## config.mk

```make
export PLATFORM = sky130hd
export DESIGN_NAME = uart_rx_fifo
export DESIGN_NICKNAME = d
export VERILOG_FILES = /design/src/rtl/uart_rx_fifo.sv
export SDC_FILE = /design/constraint.sdc
export NUM_CORES = 1
export LEC_CHECK = 0
export BUFFER_PORTS_ARGS = -buffer_cell sky130_fd_sc_hd__clkbuf_2
export CAP_MARGIN = 20
export CORE_MARGIN = 2
export CORE_UTILIZATION = 45
export DETAILED_ROUTE_END_ITERATION = 16
export GPL_TIMING_DRIVEN = 0
export PLACE_DENSITY = 0.72
export SLEW_MARGIN = 20
export SYNTH_ARGS = -nofsm -noshare
export SYNTH_HDL_FRONTEND = slang
export SYNTH_SLANG_ARGS = --single-unit
```

## constraint.sdc

```tcl
create_clock -name clk -period 2.3 [get_ports clk]
set_input_delay 0.46 -clock clk [delete_from_list [all_inputs] [get_ports clk]]
set_output_delay 0.46 -clock clk [all_outputs]
set_load 0.005 [all_outputs]
```

## src/rtl/uart_rx_fifo.sv

```systemverilog
// Receive FIFO sitting behind a UART receiver.
// Captures one byte per rising edge of the receiver's byte-complete flag.
// Presents the head byte combinationally to the CPU and raises a sticky
// overrun flag when a byte arrives with no room left for it.
module uart_rx_fifo #(
    parameter int DEPTH = 8,
    parameter int AW    = 3
) (
    input  logic          clk,
    input  logic          reset_n,
    input  logic [7:0]    rx_data,
    input  logic          rx_end_flag,
    input  logic          rd_en,
    input  logic          clr_ovr,
    input  logic          irq_en,
    output logic [7:0]    rd_data,
    output logic          empty,
    output logic          full,
    output logic [AW:0]   count,
    output logic          ovr,
    output logic          irq
);

    localparam logic [AW:0] DEPTH_C = (AW+1)'(DEPTH);

    logic [7:0]    mem [DEPTH];
    logic [AW-1:0] wr_ptr;
    logic [AW-1:0] rd_ptr;
    logic          end_d;
    logic          wr_req;
    logic          rd_ok;
    logic          wr_ok;
    logic          ovr_set;

    // The receiver flag may stay high for several cycles, so only its rising edge counts.
    // A full FIFO can still accept a byte when a read frees a slot on the same edge.
    // A read against an empty FIFO is ignored, so a write on that edge goes in alone.
    always_comb begin
        wr_req  = rx_end_flag & ~end_d;
        rd_ok   = rd_en & ~empty;
        wr_ok   = wr_req & (~full | rd_ok);
        ovr_set = wr_req & full & ~rd_ok;
    end

    // Remember the previous flag level for edge detection.
    always_ff @(posedge clk or negedge reset_n) begin
        if (!reset_n) begin
            end_d <= 1'b0;
        end else begin
            end_d <= rx_end_flag;
        end
    end

    // Storage is deliberately left out of reset; stale bytes are never visible.
    always_ff @(posedge clk) begin
        if (wr_ok) begin
            mem[wr_ptr] <= rx_data;
        end
    end

    // Pointers wrap naturally because DEPTH is a power of two.
    always_ff @(posedge clk or negedge reset_n) begin
        if (!reset_n) begin
            wr_ptr <= '0;
            rd_ptr <= '0;
        end else begin
            if (wr_ok) begin
                wr_ptr <= wr_ptr + AW'(1);
            end
            if (rd_ok) begin
                rd_ptr <= rd_ptr + AW'(1);
            end
        end
    end

    // Occupancy only changes when exactly one of push/pop happens.
    always_ff @(posedge clk or negedge reset_n) begin
        if (!reset_n) begin
            count <= '0;
        end else begin
            case ({wr_ok, rd_ok})
                2'b10:   count <= count + (AW+1)'(1);
                2'b01:   count <= count - (AW+1)'(1);
                default: count <= count;
            endcase
        end
    end

    // Sticky overrun; a new overrun beats a simultaneous clear.
    always_ff @(posedge clk or negedge reset_n) begin
        if (!reset_n) begin
            ovr <= 1'b0;
        end else if (ovr_set) begin
            ovr <= 1'b1;
        end else if (clr_ovr) begin
            ovr <= 1'b0;
        end
    end

    // Status, head byte and interrupt are all decoded from registered state.
    always_comb begin
        empty   = (count == '0);
        full    = (count == DEPTH_C);
        rd_data = empty ? 8'h00 : mem[rd_ptr];
        irq     = irq_en & (~empty | ovr);
    end

endmodule

```

==> results.yml, run 1 <==
status:
  status: "finished, violations left"
  failed_checks: "setup timing"
logic_synthesis:
  seq_area_frac_synth_pct: 71.0
  yosysWarnings: 0
  synth.cell_area_um2: 3130
  ys_ff_latch: 76
  synth_edf_count: 64
  synth.avg_cell_area_um2: 19.0
  syn_inst: 165
  ys_async_sr_fraction_pct: 15.8
  synthesis.nets: 184
  synthFlopType: "edfxtp_1"
  ys_types: 32
die:
  initial_core_util_pct: 46.3
  die_h_um: 87.4
  die_area_um2: 7640
  rows: 30
  die_x_um: 87.4
  io_pins: 30
  core_um2: 6760
worst_setup_path:
  cp_num_cells: 6
  crit_fanout: 6
  crit_required_ns: 1.84
  rr_endpoint: "count[2]$_DFFE_PN0P_"
  slowest_stage: "mux4_2"
  r2r_cells: 10
  slowest_delay_ns: 0.49
  startpoint: "rd_ptr[0]$_DFFE_PN0P_"
  worstPathArrival_ns: 1.87
  path_cells: "buf_8 > buf_12 > mux4_2 > mux2i_1 > nor2_1 > clkbuf_2"
  crit_end: "rd_data[2]"
  criticalPathCategory: "reg -> out"
  cp-end-kind: "output pin"
  cp-start-kind: "flip-flop"
  crit_family: "multiplexers"
  rrSetupSlack_ns: 0.10
  path_buf_inv: 3
  timing.rr.start: "count[0]$_DFFE_PN0P_"
sta:
  period_share_pct: 101
  rsz0062_at_grt: "yes"
  fmax_mhz: 430
  setup_viol: 2
  slew_headroom_pct: 37.5
  slew_viol_final: 0
  fin_tns_setup_ns: -0.0347
  period_needed_ns: 2.33
  hold_viol_final: 0
  fin_skew_ns: 0.0107
  worst_slew_pin_slew_ns: 0.935
  setup_ws_ns: -0.0276
global_routing:
  grt_usage_pct: 16.8
  grt_use_met1_pct: 21.2
  globalRouteMet2Util_pct: 27.3
  met3_usage_pct: 4.45
  antenna_found_initial: 0
  grt_pass1_wl_um: 8960
  grt_pass1_vias: 1725
  top_usage_layer: "met2"
  grt_start_max_net_pins: 13
  gr-total-overflow: 0
clocking:
  clockBufferDepth: 2
  cts_buffers: 9
  clk_pin_slew_ns: 0.07
  cts_tree: "yes"
  h-tree-depth: 3
  clkSinkCount: 76
  clkLatencyLatePin_ns: 0.35
  cts_root_buffer: "clkbuf_8"
route:
  wl_um: 5940
  wl_per_cell_um: 19.4
  drt-vias-per-instance: 5.41
  drtAntennaViolNets: 0
  dr.pass1.iters: 4
  remaining_drc_errors: 0
  drt_iter0_markers: 64
  vias: 1660
final_layout:
  diodes: 0
  final_common_cell: "edfxtp_1"
  multiInputGateArea_um2: 910
  drive_above_1_share_pct: 42.3
  num-fill-cells: 542
  fin_area_um2: 3770
  syn_to_final_growth_pct: 20.6
  nets: 241
  regArea_um2: 2230
  layout_common_cells: "edfxtp_1 (64), clkbuf_2 (29), mux4_2 (16), buf_4 (13), nor2_1 (12)"
  fin_cells: 307
flow_run:
  drv_cap: 0
placement:
  hpwlAfterDp_um: 3710
  placed_cell_area_um2: 3420
  portBuffers: 29
  place.gp.congestion: 0.732
  dp.cells: 277
pwr:
  powerDensity_nw_per_um2: 1170
  total_power_uw: 4400
  ir_drop_mv: 0.424
  power.leakage_uw: 0.00136
hold_path:
  hold_class: "in -> reg"
  min_path_cells: 1
  hp-start: "rx_end_flag"
## cells in the mapped netlist, types with 2 or more instances
cell      number  area (um^2)
mux4_2        16          360
mux2i_1        8         80.1
dfrtp_1       12          300
nor3_1         5         25.0
nor4_1         2         12.5
buf_2          2         10.0
xor2_1         5         43.8
edfxtp_1      64         1920
xnor2_1        4         35.0
nand2_1        5         18.8
buf_6          2         22.5
nand2b_1       4         25.0
inv_1          2         7.51
nor2_1        12         45.0
ha_1           5         62.6
## per-layer routing
metal  vias up  part of all wire [%]
li1        766                     -
met1       842                    43
met2        40                    51
met3        12                   4.1
met4         0                   2.1
met5         -                     0
## area by class of cell
cell class | count | share of cell area (%)
clock inverters | 7 | 0.896
clock buffers | 9 | 3.28
flip-flops and latches | 76 | 59.0
repair buffers | 46 | 7.96
inverters | 3 | 0.365
multi-input cells | 80 | 24.1
plain buffers | 6 | 1.72
well taps | 80 | 2.65
## worst reg2reg max path, cell delays in order, from the launching register on
cell,delay [ns]
dfrtp_2,0.46
buf_4,0.16
nor4_4,0.28
nor2_2,0.13
ha_4,0.20
xor2_1,0.14
ha_1,0.18
a21oi_1,0.15
xor2_1,0.15
nor2_1,0.07
xor2_1,0.14
## logic make-up (layout without fill, tap and decap cells)
| family | after synthesis | count (layout) | share of synthesized area, % |
|---|---|---|---|
| multiplexers | 27 | 27 | 15.3 |
| XOR/XNOR | 9 | 9 | 2.52 |
| adder cells (fa/ha/maj) | 5 | 5 | 2.00 |
| buffers and inverters | 9 | 71 | 1.68 |
| flip-flops | 76 | 76 | 71.0 |
| AO/OA/AOI/OAI | 5 | 5 | 1.44 |
| AND/OR/NAND/NOR | 34 | 34 | 6.08 |
## how the worst min path moves through the flow
| stage | slack (ns) | end |
|---|---|---|
| finish | 0.23 | end_d$_DFF_PN0_ |
| CTS | 0.22 | end_d$_DFF_PN0_ |
| detailed placement | 0.37 | count[3]$_DFFE_PN0P_ |
| global placement | 0.37 | count[3]$_DFFE_PN0P_ |
| global route | 0.22 | end_d$_DFF_PN0_ |
| floorplan | 0.16 | count[0]$_DFFE_PN0P_ |
## report_power, final
part,internal (uW),total (uW),switching (uW)
sequential,1690,1880,194
clock,374,838,464
combinational,938,1680,739
total,3000,4400,1400
## repair_timing
| action | CTS | global route |
|---|---|---|
| pin swaps | 1 | 2 |
| buffers inserted | 7 | 5 |
| endpoints found under the setup margin | 10 | 24 |
| cloned | 0 | 1 |
| hold buffers | 1 | 0 |
| gates resized for setup | 10 | 8 |
| hold endpoints to repair | 11 | 0 |
## registers in the layout, indices dropped and copies added, names as in the netlist
name,flops
mem,64
wr_ptr,3
rd_ptr,3
end_d,1
count,4
ovr,1
## stage by stage
stage,hold WS (ns),utilization (%),worst slack (ns)
2_1_floorplan,0.164,-,0.0894
3_3_place_gp,0.368,49.9,-0.696
3_5_place_dp,0.371,50.7,-0.116
4_1_cts,0.217,54.5,-0.0399
5_1_grt,0.216,55.8,-0.0842
6_report,0.231,55.8,-0.0276
Power figures use the tool's default switching activity.
==> run 2, diff against run 1 <==
--- a/config.mk
+++ b/config.mk
@@ -8,10 +8,10 @@
 export BUFFER_PORTS_ARGS = -buffer_cell sky130_fd_sc_hd__clkbuf_2
 export CAP_MARGIN = 20
 export CORE_MARGIN = 2
-export CORE_UTILIZATION = 45
+export CORE_UTILIZATION = 58
 export DETAILED_ROUTE_END_ITERATION = 16
 export GPL_TIMING_DRIVEN = 0
-export PLACE_DENSITY = 0.72
+export PLACE_DENSITY = 0.87
 export SLEW_MARGIN = 20
 export SYNTH_ARGS = -nofsm -noshare
 export SYNTH_HDL_FRONTEND = slang
==> run 2 against run 1 <==
Net effect: the flow now finishes without violations; maximum frequency grew 1.7%; worst setup slack improved by 0.039 ns; total power down 0.18%; first-iteration DRC count grew 94%; final area is 1.3% lower; core utilization grew 16 points; register-to-register slack worse by 0.03 ns; combinational power is 6% lower; die area down 21%; cell count shrank 5.5%; critical path type unchanged.
==> results.yml, run 2 (same netlist as run 1, synthesis figures left out) <==
placement:
  place_ws_ns: -0.134
  dp.cells: 265
  hpwlAfterDp_um: 3390
  place.gp.congestion: 0.710
  portBuffers: 29
worst_setup_path:
  criticalPathCategory: "reg -> out"
  crit_required_ns: 1.84
  startpoint: "rd_ptr[0]$_DFFE_PN0P_"
  slowest_delay_ns: 0.50
  cp-end-kind: "output pin"
  slowest_stage: "mux4_2"
  timing.rr.start: "count[2]$_DFFE_PN0P_"
  path_cells: "buf_6 > buf_4 > mux4_2 > mux2i_1 > nor2_1 > clkbuf_2"
  cp-start-kind: "flip-flop"
  crit_fanout: 4
  worstPathArrival_ns: 1.83
pwr:
  total_power_uw: 4390
  power_frac_clock_pct: 21.3
  switching_share_pct: 30.7
  p_int_uw: 3040
  ir_drop_mv: 0.756
  powerDensity_nw_per_um2: 1180
  pwr-share-comb_pct: 35.9
  p_sw_uw: 1350
  power.leakage_uw: 0.00134
  p_seq_share_pct: 42.7
sta:
  period_needed_ns: 2.29
  rsz0062_at_grt: "yes"
  period_share_pct: 99.5
  fin_skew_ns: 0.00900
  slew_headroom_pct: 42.1
  setup_ws_ns: 0.0111
  hold_ws_ns: 0.243
  fin_tns_setup_ns: 0
  hold_viol_final: 0
  setup_viol: 0
  fmax_mhz: 437
  slew_viol_final: 0
  worst_slew_pin_slew_ns: 0.864
route:
  wl_per_cell_um: 19.3
  remaining_drc_errors: 0
  wl_um: 5600
  drtAntennaViolNets: 0
  dr.pass1.iters: 4
  drt_iter0_markers: 124
  vias: 1659
  drt-vias-per-instance: 5.72
final_layout:
  top_register: "mem"
  largestRegisters: "mem (64), count (4)"
  num-fill-cells: 333
  diodes: 0
  final_common_cell: "edfxtp_1"
  nets: 234
  largest_reg_flops: 64
  syn_to_final_growth_pct: 19.0
  fin_cells: 290
  layout_common_cells: "edfxtp_1 (64), clkbuf_2 (29), mux4_2 (16), nor2_1 (12)"
  drive_above_1_share_pct: 40.5
global_routing:
  antenna_found_initial: 0
  grt_start_max_net_pins: 13
  grt_pass1_vias: 1603
  grt_usage_pct: 20.0
  gr-total-overflow: 0
  grt_pass1_wl_um: 8560
clocking:
  clk_pin_slew_ns: 0.07
  clockBufferDepth: 2
  cts_buffers: 9
  clkLatencyLatePin_ns: 0.34
  clkSinkCount: 76
  cts_tree: "yes"
  cts_root_buffer: "clkbuf_8"
  h-tree-depth: 3
flow_run:
  drv_cap: 0
die:
  core_um2: 5170
  rows: 26
  initial_core_util_pct: 60.5
  die_h_um: 77.5
  die_x_um: 77.5
  io_pins: 30
  die_area_um2: 6000
hold_path:
  hp-start: "rx_end_flag"
  hold_class: "in -> reg"
status:
  status: "finished clean"
-- run 2: cell count changes in the layout (fill, tap and decap cells not counted) --
cell,change
clkinv_1,-1
clkbuf_4,-1
bufinv_16,+1
buf_4,-6
buf_2,+1
clkbuf_1,+1
clkinv_2,-1
buf_8,-1
-- run 2: power groups by stage --
stage / Sequential [uW] / Combinational [uW] / Clock (uW)
finish: 1870 / 1580 / 937
global route: 1900 / 1730 / 998
CTS: 1870 / 1450 / 948
detailed placement: 1890 / 1370 / 0
global placement: 1870 / 1330 / 0
floorplan: 1850 / 963 / 0
-- run 2: worst paths after layout --
path	to	slack, ns	cells past startpoint
max reg2reg	count[3]$_DFFE_PN0P_	0.07	8
min	end_d$_DFF_PN0_	0.24	1
min reg2reg	ovr$_DFFE_PN0P_	0.57	2
max	rd_data[1]	0.01	6
min in group asynchronous	wr_ptr[0]$_DFFE_PN0P_	0.54	2
max in group asynchronous	count[1]$_DFFE_PN0P_	1.52	2
-- run 2: final cells by class --
cell class / instances / area [um^2] / area share (%)
tap: 70 / 87.6 / 2.35
sequential: 76 / 2230 / 59.8
inverter: 3 / 13.8 / 0.370
clock buffer: 10 / 128 / 3.43
timing repair buffer: 39 / 244 / 6.55
clock inverter: 6 / 55.1 / 1.48
buffer: 6 / 58.8 / 1.58
multi-input combinational: 80 / 910 / 24.4
-- run 2: worst max-delay path: cells and delay by family, from the launching register on --
family	cells	cell delay, ns
flip-flops	1	0.37
AND/OR/NAND/NOR	1	0.06
multiplexers	2	0.66
buffers and inverters	3	0.41
-- run 2: layer usage --
layer  track usage, %  part of all wire, %  routed length, um  vias up
li1                 -                    -                  -      750
met1             27.0                   43               2430      855
met3             4.07                  4.0                225        8
met5                0                    0                  0        -
met4             9.64                  1.7                 96        0
met2             31.7                   51               2840       46
-- run 2: what timing repair did --
| item | CTS | global route |
|---|---|---|
| setup endpoints to repair | 11 | 14 |
| setup buffers | 3 | 4 |
| pin swaps | 1 | 1 |
| gates cloned | 0 | 1 |
| hold buffers | 1 | 0 |
| endpoints found under the hold margin | 12 | 0 |
| resized for setup | 8 | 8 |
-- run 2: metrics by stage --
| step | instance area [um^2] | utilization (%) |
|---|---|---|
| floorplan | 3130 | - |
| global placement | 3360 | 65.0 |
| detailed placement | 3400 | 65.7 |
| CTS | 3640 | 70.4 |
| global route | 3720 | 72.0 |
| finish | 3720 | 72.0 |
==> run 3, diff against run 2 <==
--- a/config.mk
+++ b/config.mk
@@ -5,11 +5,11 @@
 export SDC_FILE = /design/constraint.sdc
 export NUM_CORES = 1
 export LEC_CHECK = 0
-export BUFFER_PORTS_ARGS = -buffer_cell sky130_fd_sc_hd__clkbuf_2
 export CAP_MARGIN = 20
 export CORE_MARGIN = 2
-export CORE_UTILIZATION = 58
+export CORE_UTILIZATION = 62
 export DETAILED_ROUTE_END_ITERATION = 16
+export DONT_BUFFER_PORTS = 1
 export GPL_TIMING_DRIVEN = 0
 export PLACE_DENSITY = 0.87
 export SLEW_MARGIN = 20
==> run 3 against run 2 <==
Net effect: cell count down 12%; die area down 6.1%; clock power up 15%; critical path depth up 2; register-to-register slack worse by 0.04 ns; core utilization up 2.3 points; sequential share of layout area up 2.8 points; sequential power about the same; count of clock-buffer cells in the layout down 1; total power down 4.2%; critical path type is now reg -> reg; largest cell class unchanged; largest power group unchanged.
==> results.yml, run 3 (same netlist as run 1, synthesis figures left out) <==
status:
  status: "finished clean"
route:
  wl_per_cell_um: 21.4
  remaining_drc_errors: 0
  dr.pass1.iters: 4
  drtAntennaViolNets: 0
  drt-vias-per-instance: 6.01
  drt_iter0_markers: 133
  wl_um: 5470
  vias: 1533
sta:
  hold_viol_final: 0
  hold_ws_ns: 0.137
  fmax_mhz: 440
  period_share_pct: 98.8
  period_needed_ns: 2.27
  slew_headroom_pct: 38.1
  fin_skew_ns: 0.00921
  worst_slew_pin_slew_ns: 0.925
  fin_tns_setup_ns: 0
  setup_viol: 0
  rsz0062_at_grt: "yes"
  slew_viol_final: 0
pwr:
  ir_drop_mv: 0.872
  power.leakage_uw: 0.00120
  p_int_uw: 2920
  p_sw_uw: 1280
  pwr-share-comb_pct: 29.3
  p_seq_share_pct: 45.0
  power_frac_clock_pct: 25.7
  powerDensity_nw_per_um2: 1180
  switching_share_pct: 30.5
die:
  die_area_um2: 5630
  core_um2: 4790
  die_h_um: 75.0
  io_pins: 30
  die_x_um: 75.0
  initial_core_util_pct: 65.4
  rows: 25
global_routing:
  grt_pass1_wl_um: 8210
  top_usage_layer: "met2"
  met3_usage_pct: 8.43
  gr-total-overflow: 0
  grt_usage_pct: 21.8
  grt_use_met1_pct: 26.5
  grt_start_max_net_pins: 18
  antenna_found_initial: 0
  grt_pass1_vias: 1638
  globalRouteMet2Util_pct: 34.9
clocking:
  h-tree-depth: 3
  clkLatencyLatePin_ns: 0.35
  cts_buffers: 9
  clockBufferDepth: 2
  clkSinkCount: 76
  clk_pin_slew_ns: 0.07
  cts_tree: "yes"
  cts_root_buffer: "clkbuf_8"
worst_setup_path:
  crit_required_ns: 2.54
  cp-end-kind: "flip-flop"
  criticalPathCategory: "reg -> reg"
  crit_fanout: 8
  startpoint: "count[1]$_DFFE_PN0P_"
  worstPathArrival_ns: 2.51
  timing.rr.start: "count[1]$_DFFE_PN0P_"
  cp-start-kind: "flip-flop"
final_layout:
  diodes: 0
  top_register: "mem"
  layout_common_cells: "edfxtp_1 (64), mux4_2 (16), nor2_1 (12), clkbuf_8 (9), dfrtp_1 (9)"
  nets: 202
  largestRegisters: "mem (64), count (4)"
  largest_reg_flops: 64
  num-fill-cells: 284
  drive_above_1_share_pct: 33.0
  syn_to_final_growth_pct: 13.6
  fin_cells: 255
  final_common_cell: "edfxtp_1"
placement:
  dp.cells: 233
  portBuffers: 0
  hpwlAfterDp_um: 3430
  place.gp.congestion: 0.748
hold_path:
  hold_class: "in -> reg"
  hp-start: "rx_end_flag"
flow_run:
  drv_cap: 0
==> run 3: cell types whose count changed in the layout (fill, tap and decap cells not counted), sizes merged <==
cell / previous run / this run
buf: 13 / 12
bufinv: 1 / 2
clkbuf: 41 / 9
==> run 3: metal layers <==
layer	part of all wire [%]	up-vias
met5	0	-
met4	1.8	0
met3	8.6	10
met2	51	59
met1	38	778
li1	-	686
==> run 3: power by group through the flow <==
stage	clock, uW	sequential [uW]	combinational (uW)
final	1080	1890	1230
after global placement	0	1870	1130
after floorplan	0	1850	963
after detailed placement	0	1910	1200
after global routing	1150	1920	1340
after CTS	1100	1880	1200
==> run 3: layout make-up <==
type                       count  area (um^2)  area share, %
buffer                         5         45.0           1.27
clock inverter                 7         91.3           2.57
multi-input combinational     80          910           25.6
sequential                    76         2230           62.6
inverter                       3         13.8          0.387
timing repair buffer           8         62.6           1.76
tap                           67         83.8           2.36
clock buffer                   9          124           3.48
==> run 3: worst max-delay path, cell delays in order, from the launching register on <==
cell,delay (ns)
dfrtp_2,0.49
nor4b_4,0.44
a21oi_4,0.12
inv_4,0.10
ha_2,0.23
nand2b_1,0.08
a2111oi_1,0.43
nor3_1,0.14
xnor2_1,0.14
==> run 3: what timing repair did <==
item,4_1_cts,5_1_grt
buffers inserted,2,4
pin swaps,2,4
endpoints found under the setup margin,11,37
resized for setup,7,8
hold endpoints to repair,12,0
hold buffers,1,0
==> run 3: per-stage QoR <==
| step | cell area (um^2) | util [%] | total power [uW] | worst slack [ns] |
|---|---|---|---|---|
| after floorplan | 3130 | - | 2810 | 0.0894 |
| after global placement | 3210 | 67.1 | 3000 | -0.504 |
| after detailed placement | 3250 | 67.8 | 3100 | -0.266 |
| after CTS | 3500 | 73.2 | 4180 | -0.00285 |
| after global routing | 3560 | 74.3 | 4410 | -0.0657 |
| final | 3560 | 74.3 | 4210 | 0.0267 |
==> run 3: worst paths after layout <==
kind	to	slack (ns)	cells after the start
setup / recovery	count[3]$_DFFE_PN0P_	0.03	8
hold / removal	end_d$_DFF_PN0_	0.14	0
setup reg to reg	count[3]$_DFFE_PN0P_	0.03	8
hold reg to reg	count[3]$_DFFE_PN0P_	0.59	1
max in group asynchronous	count[1]$_DFFE_PN0P_	1.38	1
min in group asynchronous	rd_ptr[0]$_DFFE_PN0P_	0.53	1
